$ cat src/rtl/fetch_f1_f2_if.sv
// Fetch front-end bundle: control from later stages, instruction-memory port and
// F2 outputs. The fetch unit uses master; the pipeline/memory side uses slave.
interface fetch_f1_f2_if;
    logic        stall;
    logic        redirect;
    logic [31:0] redirect_pc;
    logic [31:0] imem_addr;
    logic        imem_en;
    logic [31:0] imem_rdata;
    logic [31:0] PC_out_f2;
    logic [31:0] PC4_f2;
    logic [31:0] instr_f2;
    logic        valid_f2;

    modport master (
        input  stall, redirect, redirect_pc, imem_rdata,
        output imem_addr, imem_en, PC_out_f2, PC4_f2, instr_f2, valid_f2
    );

    modport slave (
        output stall, redirect, redirect_pc, imem_rdata,
        input  imem_addr, imem_en, PC_out_f2, PC4_f2, instr_f2, valid_f2
    );
endinterface

$ cat src/rtl/fetch_f1_f2.sv
// Two-stage fetch: F1 issues pc_f1 to a synchronous-read memory, F2 presents the
// returned instruction, with stall hold buffering and redirect handling.
module fetch_f1_f2 #(
    parameter logic [31:0] RESET_PC = 32'h0000_0000
) (
    input  logic          clk,
    input  logic          reset,
    fetch_f1_f2_if.master bus
);
    logic [31:0] pc_f1;
    logic [31:0] pc_f2;
    logic [31:0] pc4_f2;
    logic [31:0] hold_instr;
    logic [31:0] instr_mux;
    logic        valid_f2;
    logic        fresh;
    logic        hold_vld;
    logic        imem_en;

    assign imem_en = ~reset & ~bus.stall;

    always_ff @(posedge clk) begin
        if (reset) begin
            pc_f1      <= RESET_PC;
            pc_f2      <= '0;
            pc4_f2     <= '0;
            valid_f2   <= 1'b0;
            fresh      <= 1'b0;
            hold_vld   <= 1'b0;
            hold_instr <= '0;
        end else begin
            fresh <= imem_en;
            if (bus.redirect) begin
                pc_f1    <= bus.redirect_pc & 32'hFFFF_FFFC;
                valid_f2 <= 1'b0;
                hold_vld <= 1'b0;
            end else if (bus.stall) begin
                // Memory output is only good the cycle after a read; park it once.
                if (fresh && valid_f2 && !hold_vld) begin
                    hold_instr <= bus.imem_rdata;
                    hold_vld   <= 1'b1;
                end
            end else begin
                pc_f2    <= pc_f1;
                pc4_f2   <= pc_f1 + 32'd4;
                valid_f2 <= 1'b1;
                pc_f1    <= pc_f1 + 32'd4;
                hold_vld <= 1'b0;
            end
        end
    end

    always_comb begin
        instr_mux = '0;
        if (valid_f2) begin
            instr_mux = hold_vld ? hold_instr : bus.imem_rdata;
        end
    end

    assign bus.imem_addr = pc_f1;
    assign bus.imem_en   = imem_en;
    assign bus.PC_out_f2 = pc_f2;
    assign bus.PC4_f2    = pc4_f2;
    assign bus.instr_f2  = instr_mux;
    assign bus.valid_f2  = valid_f2;
endmodule

$ cat src/flat_wrapper.sv
// flat-port wrapper written by rule: the top's interface ports become plain ports
module fetch_f1_f2_flat 
#(
    parameter logic [31:0] RESET_PC = 32'h0000_0000
)
  (clk, reset, bus_stall, bus_redirect, bus_redirect_pc, bus_imem_rdata, bus_imem_addr, bus_imem_en, bus_PC_out_f2, bus_PC4_f2, bus_instr_f2, bus_valid_f2);
  fetch_f1_f2_if bus_i ();
  input  logic clk;
  input  logic reset;
  input wire logic [$bits(bus_i.stall)-1:0] bus_stall;
  input wire logic [$bits(bus_i.redirect)-1:0] bus_redirect;
  input wire logic [$bits(bus_i.redirect_pc)-1:0] bus_redirect_pc;
  input wire logic [$bits(bus_i.imem_rdata)-1:0] bus_imem_rdata;
  output wire logic [$bits(bus_i.imem_addr)-1:0] bus_imem_addr;
  output wire logic [$bits(bus_i.imem_en)-1:0] bus_imem_en;
  output wire logic [$bits(bus_i.PC_out_f2)-1:0] bus_PC_out_f2;
  output wire logic [$bits(bus_i.PC4_f2)-1:0] bus_PC4_f2;
  output wire logic [$bits(bus_i.instr_f2)-1:0] bus_instr_f2;
  output wire logic [$bits(bus_i.valid_f2)-1:0] bus_valid_f2;
  assign bus_i.stall = bus_stall;
  assign bus_i.redirect = bus_redirect;
  assign bus_i.redirect_pc = bus_redirect_pc;
  assign bus_i.imem_rdata = bus_imem_rdata;
  assign bus_imem_addr = bus_i.imem_addr;
  assign bus_imem_en = bus_i.imem_en;
  assign bus_PC_out_f2 = bus_i.PC_out_f2;
  assign bus_PC4_f2 = bus_i.PC4_f2;
  assign bus_instr_f2 = bus_i.instr_f2;
  assign bus_valid_f2 = bus_i.valid_f2;
  fetch_f1_f2 #(.RESET_PC(RESET_PC)) u_core (.clk(clk), .reset(reset), .bus(bus_i));
endmodule
$ cat config.mk
export PLATFORM = sky130hd
export DESIGN_NAME = fetch_f1_f2_flat
export DESIGN_NICKNAME = d
export VERILOG_FILES = /design/src/rtl/fetch_f1_f2_if.sv /design/src/rtl/fetch_f1_f2.sv /design/src/flat_wrapper.sv
export SDC_FILE = /design/constraint.sdc
export NUM_CORES = 1
export LEC_CHECK = 0
export ABC_AREA = 1
export CORE_UTILIZATION = 45
export DETAILED_ROUTE_END_ITERATION = 7
export PLACE_DENSITY = 0.82
export REMOVE_ABC_BUFFERS = 1
export SETUP_SLACK_MARGIN = 0.3
export SLEW_MARGIN = 20
export SYNTH_ARGS = -nofsm -noshare
export SYNTH_HDL_FRONTEND = slang
export SYNTH_SLANG_ARGS = --single-unit
$ cat constraint.sdc
create_clock -name clk -period 2.5 [get_ports clk]
set_input_delay 0.75 -clock clk [delete_from_list [all_inputs] [get_ports clk]]
set_output_delay 0.75 -clock clk [all_outputs]
set_load 0.02 [all_outputs]
### Word level (Yosys, flattened, before mapping)

Index checks and enable logic that the tools add are counted.

* logic and storage cells: 25
* bits of input ports: 68
* bits in registers: 131

* equality and inequality tests: 1
* reduce and logical (&&, ||, !) cells: 7
* $add $sub $neg: 1
* bitwise operators: 4
* multiplexer cells: 4

Operators with widths (number)
* $mux W32: 4
* $add A32 B3 Y32 const B: 1
* $not A1 Y1: 3
* $reduce_and A3 Y1: 1
* $reduce_or A3 Y1: 1
* $logic_and A1 B1 Y1: 2
* $ne A2 B1 Y1 const B: 1
* $reduce_and A2 Y1: 1
* $reduce_or A2 Y1: 1
* $and A1 B1 Y1: 1
* $logic_not A1 Y1: 1

### Longest topological paths before layout

* depth after elaboration: 3
* gate-level depth with buffers: 10

### Least setup slack after synthesis

OpenSTA, ideal clock, no wires.

* path type: input-to-output
* from: input port reset
* to: output port bus_imem_en
* path slack: 0.303 ns
* stages on the path: 3
* required time: 1.750 ns
* arrival time: 1.447 ns
* path buffers: 2
* cell sequence: clkbuf_1 > buf_1 > nor2_1

* cells in the longest elaborated chain, start to end: 2

Ends and longest elaborated chain
* start: declaration: line flat_wrapper.sv:9 `input logic reset;`
* $not A1 Y1: line fetch_f1_f2.sv:20 `assign imem_en = ~reset & ~bus.stall;`
* $and A1 B1 Y1: line fetch_f1_f2.sv:20
* end: declaration: line flat_wrapper.sv:15 `output wire logic [$bits(bus_i.imem_en)-1:0] bus_imem_en;`

Every way passes these cells.

### Worst setup path in the final report

* from: register u_core.pc4_f2[5], in the netlist u_core.bus.PC4_f2[5]
* to: output port bus_PC4_f2[5]

RTL lines
* start: declaration: line fetch_f1_f2.sv:12 `logic [31:0] pc4_f2;`
* start signal: assignment: line fetch_f1_f2.sv:45 `pc4_f2 <= pc_f1 + 32'd4;`
* end: declaration: line flat_wrapper.sv:17 `output wire logic [$bits(bus_i.PC4_f2)-1:0] bus_PC4_f2;`

No word-level cell between the ends.

==> out/qor.txt <==
status - complete, no violations
final hold vios - 0
commonest register cell after synthesis - dfxtp_1
final core utilization - 68.3%
Avg WL per Cell - 14.4 um
initial antenna violation count - 1
Commonest cells post-synth - nor2_1 (195), nand2_1 (154), dfxtp_1 (125)
critical path endpoint category - output pin
htree depth - 4
vias per cell - 5.03
die footprint - 13100 um2
count leader, synth - nor2_1
Worst Path Class, Setup - reg2out
syn avg cell area - 6.77 um2
area grow syn2layout - 45.8%
Inst Count DP - 1173
leakage - 3.76 nW
Nets - 1093
startpoint type of the worst setup path - register
Max-cap violations - 0
Synth area leaders - dfxtp_1 (44%), nor2_1 (13%), nand2_1 (10%), o21ai_0 (9.8%), a21oi_1 (6.4%)
Routed Antenna Nets - 0
Final period util - 86.0%
Starting DRT DRC Count - 396
post-synth top area cell - dfxtp_1
Max VDD drop - 0.378 mV
multi-input logic area - 2780 um2
remaining global-route overflow - 0
Chip Width - 115 um
Mapped Area - 5700 um2
max incr delay on CP - 0.62 ns
Tightest Pin Transition - 0.668 ns
# port buffers - 189
final wirelength - 17400 um
crit path from - u_core.bus.PC4_f2[5]
WP depth - 1
# setup viols final - 0
RSZ-0062 raised after global routing - no
Clock Latency Late Sink - 0.41 ns
synthesized instance count - 842
max_slew headroom - 55.5%
Worst-path clk slew - 0.06 ns
FF+latch count, synth - 125
Sequential cell area - 2500 um2
Final Critical Period - 2.15 ns
vias in the first global route - 5622
clk sinks - 125
CTS tree - yes
drt drc - 0
Row Count - 40
fraction of registers with async set/reset - 0%
hpwl dp - 11700 um
GRT Overall Usage - 26.9%
Crit path buffers/inverters - 1
share of cells above drive strength 1 - 11.1%
Clock Skew - 0.0119 ns
crit path to - bus_PC4_f2[5]
Slowest-stage cell, CP - clkdlybuf4s50_1
post-synth cell types - 27
class of the worst hold path - reg2reg
Layout Cells excl Fill - 1206
first-pass GRT wire length - 27500 um
reg-to-reg startpoint - u_core.bus.imem_addr[3]
Worst R2R End - u_core.bus.imem_addr[14]
TritonCTS Buffers - 17
top-area cell type share of the netlist area - 43.9%
R2R depth - 8
EDFF count, synth - 0
Placer Congestion - 0.899
r2r setup slk - 0.77 ns
post-CTS setup buffers - 0
CP arrival - 1.40 ns
final hold slack - 0.461 ns
Max Slew Vio Count - 0
chip height - 115 um
CP Max Fanout - 2
cts hold-fix bufs - 0
IO Pins - 198
post-synthesis sequential area ratio - 43.9%
Critical Path RT - 1.75 ns
delay-heaviest family, CP - buffers and inverters
fillers - 1050
First-pass DRT Iterations - 5
routed vias - 6061
total core area - 12200 um2
initial cell density of the core - 46.8%
Cell Chain, Critical Path - clkdlybuf4s50_1
PD cells - 631 nW/um2
Max clock buf depth - 2
fmax - 465 MHz
synth warn - 0
Root Buffer - clkbuf_16
pin count of the biggest net entering global routing - 68
-- repair_timing --
item / CTS / global route
pin swaps: 12 / 16
setup endpoints to repair: 59 / 24
gates resized for setup: 206 / 38
-- flip-flops by register name, indices dropped and copies added, names as in the netlist --
signal and flops:
u_core.bus.PC_out_f2 30, u_core.fresh 1, u_core.hold_instr 32, u_core.bus.valid_f2 1
u_core.hold_vld 1, u_core.bus.imem_addr 30, u_core.bus.PC4_f2 30
-- area by class of cell --
| cell class | count | share of cell area (%) |
|---|---|---|
| well taps | 168 | 2.53 |
| clock inverters | 12 | 1.66 |
| diodes | 1 | 0.0301 |
| clock buffers | 20 | 5.50 |
| inverters | 55 | 2.49 |
| multi-input cells | 615 | 33.5 |
| flip-flops and latches | 125 | 30.1 |
| repair buffers | 210 | 24.2 |
-- layer usage --
layer	vias to the layer above	global-route usage (%)	part of all wire, %	routed length [um]
li1	3069	-	-	-
met1	2719	31.5	42	7240
met2	240	44.7	46	7970
met3	33	9.37	9.8	1710
met4	0	11.3	2.7	467
met5	-	0	0	0
-- power by group --
| group | leakage [nW] | switching (mW) | internal [mW] | total (mW) |
|---|---|---|---|---|
| clock | 0.287 | 0.917 | 1.53 | 2.44 |
| combinational | 2.46 | 0.370 | 0.292 | 0.661 |
| sequential | 1.02 | 0.0677 | 2.07 | 2.14 |
-- how the worst min path moves through the flow --
| stage | start | endpoint | slack (ns) | depth (start not counted) |
|---|---|---|---|---|
| after global routing | u_core.bus.PC4_f2[12] | u_core.bus.PC4_f2[12] | 0.48 | 2 |
| after detailed placement | u_core.bus.PC4_f2[3] | u_core.bus.PC4_f2[3] | 0.45 | 2 |
| after floorplan | u_core.hold_instr[0] | u_core.hold_instr[0] | 0.47 | 2 |
| final | u_core.bus.PC4_f2[6] | u_core.bus.PC4_f2[6] | 0.46 | 2 |
| after global placement | u_core.bus.PC4_f2[10] | u_core.bus.PC4_f2[10] | 0.45 | 2 |
| after CTS | u_core.bus.PC4_f2[12] | u_core.bus.PC4_f2[12] | 0.46 | 2 |
-- through the flow --
step                area (um2)  setup TNS, ns  worst slack (ns)  total power, mW
finish                    8310              0             0.350             5.24
global route              8300              0             0.302             5.43
CTS                       8250              0             0.151             5.27
detailed placement        7780          -8.38            -0.300             2.87
global placement          7780          -8.12            -0.302             2.86
floorplan                 5480         -24.35            -0.603             2.47
-- logic make-up after synthesis --
group           synth area share (%)
other cells                   0.0658
xor+xnor                       0.922
buf+inv                         7.69
flops                           43.9
compound gates                  18.8
simple gates                    28.4
fa+ha+maj                      0.220
-- cells in the final DEF, fill, tap and decap left out, drive strengths merged --
cell / count
a31oi: 7
clkdlybuf4s50: 94
conb: 6
xor2: 4
nand3: 24
diode: 1
or2: 1
dfxtp: 125
xnor2: 2
dlymetal6s2s: 21
buf: 55
nand3b: 1
ha: 1
clkinv: 6
dlygate4sd2: 40
nand2: 159
clkinvlp: 2
a211oi: 1
a21oi: 73
bufinv: 2
o21ai: 118
a22o: 7
clkbuf: 20
nor2: 210
inv: 57
nor3: 1
(Power assumes the default switching activity.)
